File: config.mk
export PLATFORM = sky130hd
export DESIGN_NAME = tdma_dispatcher
export DESIGN_NICKNAME = d
export VERILOG_FILES = /design/src/rtl/tdma_dispatcher.sv
export SDC_FILE = /design/constraint.sdc
export NUM_CORES = 1
export LEC_CHECK = 0
export BUFFER_PORTS_ARGS = -buffer_cell sky130_fd_sc_hd__buf_2
export CAP_MARGIN = 30
export CORE_AREA = 3 3 194 196
export DETAILED_ROUTE_END_ITERATION = 8
export DIE_AREA = 0 0 197 199
export GPL_ROUTABILITY_DRIVEN = 0
export PLACE_DENSITY_LB_ADDON = 0.3
export SYNTH_ARGS = -nofsm -noshare
export SYNTH_HDL_FRONTEND = slang
export SYNTH_SLANG_ARGS = --single-unit
File: constraint.sdc
create_clock -name clock -period 5.11 [get_ports clock]
set_input_delay 1.022 -clock clock [delete_from_list [all_inputs] [get_ports clock]]
set_output_delay 1.022 -clock clock [all_outputs]
set_load 0.01 [all_outputs]
File: src/rtl/tdma_dispatcher.sv
// TDMA dispatcher: pops the granted request queue and forwards its head entry through one registered slot.
// Optional statistics counters are built when TDMA_DISPATCH_STATS_EN is defined.
module tdma_dispatcher #(
  parameter  int NUMBER_OF_QUEUES = 4,
  parameter  int DATA_WIDTH       = 64,
  parameter  int REGISTER_SIZE    = 32,
  localparam int SEL_W            = (NUMBER_OF_QUEUES > 1) ? $clog2(NUMBER_OF_QUEUES) : 1
) (
  input  logic                                             clock,
  input  logic                                             reset,
  input  logic                                             sched_valid,
  input  logic [SEL_W-1:0]                                 sched_selection,
  input  logic [NUMBER_OF_QUEUES-1:0][DATA_WIDTH-1:0]      queue_data,
  input  logic [NUMBER_OF_QUEUES-1:0]                      queue_empty,
  output logic [NUMBER_OF_QUEUES-1:0]                      queue_pop,
  output logic                                             out_valid,
  input  logic                                             out_ready,
  output logic [DATA_WIDTH-1:0]                            out_data,
  output logic [SEL_W-1:0]                                 out_source,
  input  logic                                             stats_clear,
  output logic [NUMBER_OF_QUEUES-1:0][REGISTER_SIZE-1:0]   served_count,
  output logic [REGISTER_SIZE-1:0]                         stale_count
);

  typedef enum logic {
    ST_EMPTY = 1'b0,
    ST_FULL  = 1'b1
  } state_t;

  state_t state_q, state_d;
  logic   sel_in_range;
  logic   sel_empty;
  logic   drain;
  logic   accept;
  logic   stale;

  // Grant qualification; reset gates the pop so nothing leaves a queue while held in reset.
  always_comb begin
    // NOTE: every always_comb output gets a default first so no path can infer a latch.
    sel_in_range = int'(sched_selection) < NUMBER_OF_QUEUES;
    sel_empty    = 1'b1;
    if (sel_in_range) sel_empty = queue_empty[sched_selection];
    drain  = (state_q == ST_FULL) && out_ready;
    accept = reset && sched_valid && sel_in_range && !sel_empty &&
             ((state_q == ST_EMPTY) || drain);
    stale  = reset && sched_valid && (!sel_in_range || sel_empty);
  end

  always_comb begin
    queue_pop = '0;
    if (accept) queue_pop[sched_selection] = 1'b1;
  end

  always_comb begin
    state_d = state_q;
    unique case (state_q)
      ST_EMPTY: if (accept) state_d = ST_FULL;
      ST_FULL:  if (drain)  state_d = accept ? ST_FULL : ST_EMPTY;
      default:  state_d = ST_EMPTY;
    endcase
  end

  always_ff @(posedge clock or negedge reset) begin
    // NOTE: sequential state uses non-blocking assignments so every register samples pre-edge values.
    if (!reset) begin
      state_q    <= ST_EMPTY;
      out_data   <= '0;
      out_source <= '0;
    end else begin
      state_q <= state_d;
      if (accept) begin
        out_data   <= queue_data[sched_selection];
        out_source <= sched_selection;
      end
    end
  end

  assign out_valid = (state_q == ST_FULL);

`ifdef TDMA_DISPATCH_STATS_EN
  localparam logic [REGISTER_SIZE-1:0] CNT_MAX = '1;

  logic [NUMBER_OF_QUEUES-1:0][REGISTER_SIZE-1:0] served_q;
  logic [REGISTER_SIZE-1:0]                       stale_q;

  // Saturating counters; a clear in the same cycle as an increment wins.
  always_ff @(posedge clock or negedge reset) begin
    if (!reset) begin
      served_q <= '0;
      stale_q  <= '0;
    end else if (stats_clear) begin
      served_q <= '0;
      stale_q  <= '0;
    end else begin
      for (int i = 0; i < NUMBER_OF_QUEUES; i++) begin
        if (queue_pop[i] && (served_q[i] != CNT_MAX)) served_q[i] <= served_q[i] + 1'b1;
      end
      if (stale && (stale_q != CNT_MAX)) stale_q <= stale_q + 1'b1;
    end
  end

  assign served_count = served_q;
  assign stale_count  = stale_q;
`else
  logic unused_stats;
  assign unused_stats = stats_clear ^ stale;
  assign served_count = '0;
  assign stale_count  = '0;
`endif

endmodule

==> flow_summary.rst, run 1 <==
.. list-table::
   :header-rows: 1

   * - Metric
     - Value
   * - Num CTS Buffers
     - 9
   * - Fraction of the yosys area taken by sequential cells
     - 0.3122
   * - Max Slew Vio Count
     - 0
   * - Flop pwr share
     - 0.343
   * - Area enclosed by the die boundary
     - 0.03920 mm2
   * - Sum of buffers and inverters on the critical path
     - 3
   * - Worst min-delay path class
     - register to register
   * - Gates resized, CTS repair
     - 0
   * - Capture endpoint of the worst hold path
     - out_data[22]
   * - Remaining design rule violation count
     - 0
   * - Remaining Overflow, GRT
     - 0
   * - HP Start
     - out_data[22]
   * - Deepest level of the CTS H-tree
     - 3
   * - Ratio of total power to cell area
     - 304.4 mW/mm2
   * - Worst R2R End
     - out_data[0]
   * - Clock buffer depth
     - 2
   * - Final Skew
     - 0.007926 ns
   * - Leading cell type in the layout, fill and taps excluded
     - buf_2
   * - Worst Setup Path Type
     - primary input to primary output
   * - Fraction of layout cells with a size suffix above 1
     - 0.6548
   * - Clk root buf
     - clkbuf_16
   * - Crit path capture type
     - primary output
   * - Core ar.
     - 0.03626 mm2
   * - Area delta synth->final
     - 35.51%
   * - Slack of the critical path
     - 1.869 ns
   * - Worst Setup SP
     - sched_selection[0]
   * - Final setup vio count
     - 0
   * - Mean area per synthesized cell
     - 13.63 um2
   * - Largest fanout of any net on the critical path
     - 27
   * - Switching pwr
     - 0.7046 mW
   * - Max_cap viols
     - 0
   * - Worst setup SP type
     - primary input
   * - Die boundary width
     - 197 um
   * - Static power due to leakage
     - 3.582 nW
   * - Max Freq
     - 308.5 MHz
   * - Final HPWL DP
     - 15350 um
   * - Final Hold Slack
     - 0.4774 ns
   * - Count of buffers inserted at the top-level ports
     - 336
   * - Switching portion of total power
     - 0.3181
   * - Maximum cell stage delay along the critical path
     - 0.48 ns
   * - Cell area after technology mapping
     - 0.005370 mm2
   * - Quantity of hold-fixing buffers added after cts
     - 0
   * - Transition time at the pin with the least slew margin
     - 0.6760 ns
   * - Warnings from Yosys
     - 0
   * - Wire length of the first global-routing pass
     - 24360 um
   * - Power, Total
     - 2.215 mW
   * - Flop-to-flop setup slack
     - 2.64 ns
   * - Run status
     - finished clean
   * - Crit Reg-Reg Startpoint
     - out_valid
   * - Cell depth of the worst min-delay path
     - 1
   * - Worst slack after detailed placement
     - 1.551 ns
   * - Standard-cell rows
     - 70
   * - Setup TNS
     - 0 ns
   * - Internal power
     - 1.510 mW
   * - Die span in y
     - 199 um
   * - Initial DRC Count
     - 82
   * - CTS tree
     - done
   * - Register-to-Register Path Depth
     - 6
   * - Required time of the critical path
     - 4.09 ns
   * - Max transition margin
     - 0.5494
   * - Portion of the clock cycle consumed by the worst path in the final layout
     - 0.6342
   * - Cell family with the largest share of critical-path delay
     - buffers and inverters
   * - Commonest non-fill, non-tap cells in the layout
     - buf_2, conb_1, dfrtp_1, mux4_2, mux2_2
   * - Crit path cell chain
     - buf_4 -> buf_4 -> nor3b_1 -> buf_2
   * - Number of non-filler instances in the completed layout
     - 1200
   * - Clock Latency Late Sink
     - 0.35 ns
   * - Final Hold Vio Count
     - 0
   * - Wire per inst
     - 15.21 um
   * - First-pass iteration count of the detailed router
     - 4
   * - Synthesized instance count
     - 394
   * - Routed vias/inst
     - 3.380
   * - Worst endpoint data arrival time
     - 2.22 ns
   * - Setup repair after global routing missed its margin
     - false
   * - Number of flip-flops and latches in the synthesized netlist
     - 67
   * - Clock network power share
     - 0.310
   * - Part of the power in combinational logic
     - 0.348
   * - IO Count
     - 498
   * - Total via count after detailed routing
     - 4056
   * - Total routing usage reported by global routing
     - 0.08603
   * - Cell with the biggest individual delay on the critical path
     - buf_4
   * - Number of placed instances, taps included
     - 1182
   * - Total Routed Length
     - 18250 um
   * - Clock transition at the registers of the reported paths
     - 0.05 ns
   * - Post-layout min period
     - 3.241 ns
   * - Crit path top cell by count
     - buf_4
   * - TritonCTS Sinks
     - 67
   * - Largest net degree at the start of global routing
     - 44
   * - Number of global-route vias before repair
     - 3933
   * - Number of distinct library cells after synthesis
     - 23
   * - NumNets Final
     - 992
   * - Post-CTS setup buffer count
     - 0
   * - Peak VDD IR
     - 149.3 uV
   * - Starting density of the core
     - 0.1481
   * - Post-detailed-route count of antenna-violating nets
     - 0
   * - Number of antenna violations at the first check in global routing
     - 4
## metrics by stage
step	instance area, um2	utilization
after floorplan	5967	-
after global placement	6953	0.1918
after detailed placement	6953	0.1918
after CTS	7272	0.2006
after global routing	7274	0.2006
final	7277	0.2007
## flip-flops by register name, indices dropped and copies added (netlist names)
| signal | cells |
|---|---|
| out_source | 2 |
| out_data | 64 |
| out_valid | 1 |
## logic make-up (layout without fill, tap and decap cells)
group	count (synthesis)	in the layout	synth area share
buf+inv	183	360	0.2521
mux	131	131	0.4192
flops	67	67	0.3122
simple gates	10	10	0.01328
compound gates	2	2	0.002562
other cells	1	162	0.0006983
## power by group through the flow
| stage | sequential [mW] | clock (mW) | combinational (mW) |
|---|---|---|---|
| floorplan | 0.849 | 0 | 0.429 |
| global placement | 0.772 | 0 | 0.780 |
| detailed placement | 0.773 | 0 | 0.784 |
| CTS | 0.763 | 0.734 | 0.787 |
| global route | 0.783 | 0.752 | 0.837 |
| finish | 0.759 | 0.686 | 0.770 |
## worst max-delay path by stage
stage / end / cells after the start
final: queue_pop[1] / 4
after global routing: queue_pop[2] / 4
after CTS: queue_pop[3] / 4
after detailed placement: out_data[5] / 6
after global placement: out_data[4] / 6
after floorplan: queue_pop[3] / 7
## cells in the mapped netlist
library cell    n  share of area
nor3b_1         1         0.0014
nand4_2         1         0.0023
mux2_1         14          0.029
mux2i_1         1         0.0019
nand3b_1        1         0.0014
dfrtp_1        67           0.31
clkbuf_1        6         0.0042
nand2b_1        1         0.0012
buf_6           7          0.015
and3_1          1         0.0012
buf_2           8         0.0075
nand3_1         2         0.0019
buf_4         161           0.23
nor2_2          1         0.0012
conb_1          1        0.00070
o21ai_2         1         0.0016
o21ai_0         1        0.00093
mux2_4         15          0.042
mux2_2         37          0.078
nor4_1          1         0.0012
mux4_2         64           0.27
nor4b_1         1         0.0016
buf_1           1        0.00070
## routing by layer
| metal | vias up | share of wire | track usage |
|---|---|---|---|
| met5 | - | 0 | 0 |
| met4 | 0 | 0.021 | 0.03141 |
| met3 | 21 | 0.11 | 0.03252 |
| met2 | 297 | 0.52 | 0.1553 |
| met1 | 1943 | 0.35 | 0.09188 |
| li1 | 1795 | - | - |
## layout make-up
cell class	instances	area [um2]
Fill cell	4006	28980
Multi-Input combinational cell	303	2942
Timing Repair Buffer	344	1749
Sequential cell	67	1677
Tap cell	468	585.6
Clock buffer	10	229.0
Clock inverter	6	90.09
Antenna cell	2	5.005
No activity file was read; power rests on OpenSTA's default activity.
==> inputs of run 2 (changes only) <==
--- a/config.mk
+++ b/config.mk
@@ -7,9 +7,9 @@
 export LEC_CHECK = 0
 export BUFFER_PORTS_ARGS = -buffer_cell sky130_fd_sc_hd__buf_2
 export CAP_MARGIN = 30
-export CORE_AREA = 3 3 194 196
+export CORE_AREA = 3 3 195 197
 export DETAILED_ROUTE_END_ITERATION = 8
-export DIE_AREA = 0 0 197 199
+export DIE_AREA = 0 0 198 200
 export GPL_ROUTABILITY_DRIVEN = 0
 export PLACE_DENSITY_LB_ADDON = 0.3
 export SYNTH_ARGS = -nofsm -noshare
==> constraint.sdc (replaced) <==
create_clock -name clock -period 2.9 [get_ports clock]
set_input_delay 0.58 -clock clock [delete_from_list [all_inputs] [get_ports clock]]
set_output_delay 0.58 -clock clock [all_outputs]
set_load 0.01 [all_outputs]
==> flow_summary.rst, run 2 (same netlist as run 1, synthesis figures left out) <==
.. list-table::
   :header-rows: 1

   * - Metric
     - Value
   * - Run status
     - finished clean
   * - Largest register FFs
     - 64
   * - Number of global-route vias before repair
     - 3972
   * - Worst Setup Path Type
     - primary input to primary output
   * - Crit path capture type
     - primary output
   * - Number of non-filler instances in the completed layout
     - 1203
   * - First-pass iteration count of the detailed router
     - 4
   * - TritonCTS Sinks
     - 67
   * - Worst slack after detailed placement
     - 0.5642 ns
   * - Starting density of the core
     - 0.1474
   * - Remaining Overflow, GRT
     - 0
   * - Clock buffer depth
     - 2
   * - Remaining design rule violation count
     - 0
   * - Final setup vio count
     - 0
   * - Fraction of layout cells with a size suffix above 1
     - 0.6571
   * - Transition time at the pin with the least slew margin
     - 0.5614 ns
   * - Max_cap viols
     - 0
   * - Flop-to-flop setup slack
     - 0.96 ns
   * - Cell area after placement
     - 0.006993 mm2
   * - Largest register by flop count
     - out_data
   * - Die span in y
     - 200 um
   * - Number of antenna violations at the first check in global routing
     - 4
   * - Standard-cell rows
     - 70
   * - Clk root buf
     - clkbuf_16
   * - Core ar.
     - 0.03643 mm2
   * - IO Count
     - 498
   * - Max Freq
     - 449.1 MHz
   * - Area enclosed by the die boundary
     - 0.03960 mm2
   * - Num CTS Buffers
     - 9
   * - Die boundary width
     - 198 um
   * - Total routing usage reported by global routing
     - 0.08224
   * - Static power due to leakage
     - 3.580 nW
   * - Final HPWL DP
     - 14970 um
   * - Ratio of total power to cell area
     - 516.1 mW/mm2
   * - Routed vias/inst
     - 3.333
   * - Worst endpoint data arrival time
     - 1.65 ns
   * - Setup repair after global routing missed its margin
     - false
   * - NumNets Final
     - 994
   * - Total Routed Length
     - 17780 um
   * - Commonest non-fill, non-tap cells in the layout
     - buf_2, conb_1, dfrtp_1, mux4_2, mux2_2
   * - Slack of the critical path
     - 0.6735 ns
   * - Final Hold Slack
     - 0.3079 ns
   * - Max transition margin
     - 0.6258
   * - Portion of the clock cycle consumed by the worst path in the final layout
     - 0.7678
   * - Post-detailed-route count of antenna-violating nets
     - 0
   * - Cell area after layout
     - 0.007288 mm2
   * - Quantity of hold-fixing buffers added after cts
     - 0
   * - Worst setup SP type
     - primary input
   * - Final Hold Vio Count
     - 0
   * - Initial DRC Count
     - 50
   * - Count of buffers inserted at the top-level ports
     - 336
   * - Clock Latency Late Sink
     - 0.36 ns
   * - Required time of the critical path
     - 2.32 ns
   * - Leading cell type in the layout, fill and taps excluded
     - buf_2
   * - Largest fanout of any net on the critical path
     - 37
   * - Setup TNS
     - 0 ns
   * - Post-layout min period
     - 2.226 ns
   * - Peak VDD IR
     - 263.8 uV
   * - Deepest level of the CTS H-tree
     - 3
   * - Total via count after detailed routing
     - 4009
   * - Wire length of the first global-routing pass
     - 23720 um
   * - Worst min-delay path class
     - primary input to asynchronous set/reset pin
   * - Power, Total
     - 3.761 mW
   * - Clock transition at the registers of the reported paths
     - 0.05 ns
   * - CTS tree
     - done
   * - Final core utilization
     - 0.2000
   * - Wire per inst
     - 14.78 um
   * - Max Slew Vio Count
     - 0
   * - Final Skew
     - 0.006004 ns
   * - Largest net degree at the start of global routing
     - 39
   * - Number of placed instances, taps included
     - 1184
   * - Post-CTS setup buffer count
     - 0
   * - Gates resized, CTS repair
     - 0
   * - Area delta synth->final
     - 35.72%
-- run 2: cell types whose count changed in the layout (fill, tap and decap cells not counted) --
cell	previous run	this run
clkinv_4	2	1
clkinvlp_4	1	3
buf_12	0	2
diode_2	2	3
clkbuf_1	1	0
clkinv_2	1	0
bufinv_16	2	0
clkbuf_8	0	1
inv_6	0	2
-- run 2: power by group --
part / internal, mW / total, mW / leakage (nW) / switching (mW)
Sequential: 1.21 / 1.34 / 0.793 / 0.125
Clock: 0.609 / 1.08 / 0.132 / 0.466
Combinational: 0.700 / 1.35 / 2.66 / 0.649
Total: 2.52 / 3.76 / 3.58 / 1.24
-- run 2: area by class of cell --
type | count | area (um2)
flip-flops and latches | 67 | 1677
fillers | 4009 | 29150
repair buffers | 346 | 1789
diodes | 3 | 7.507
clock inverters | 6 | 48.80
well taps | 468 | 585.6
clock buffers | 10 | 239.0
multi-input cells | 303 | 2942
-- run 2: final timing paths --
check | end | depth (start not counted) | startpoint
setup / recovery | queue_pop[2] | 4 | sched_selection[1]
hold / removal | out_data[39] | 2 | reset
setup reg to reg | out_data[1] | 5 | out_valid
hold reg to reg | out_data[24] | 1 | out_data[24]
max in group asynchronous | out_data[19] | 3 | reset
min in group clock | out_data[24] | 1 | out_data[24]
-- run 2: critical path, cell delays in order --
cell,delay [ns]
buf_4,0.12
buf_4,0.44
nor4b_1,0.29
buf_2,0.20
-- run 2: routing by layer --
layer / track usage / vias up / share of wire
met4: 0.02516 / 0 / 0.011
met5: 0 / - / 0
met1: 0.08476 / 1907 / 0.36
li1: - / 1797 / -
met2: 0.1514 / 292 / 0.52
met3: 0.03575 / 13 / 0.11
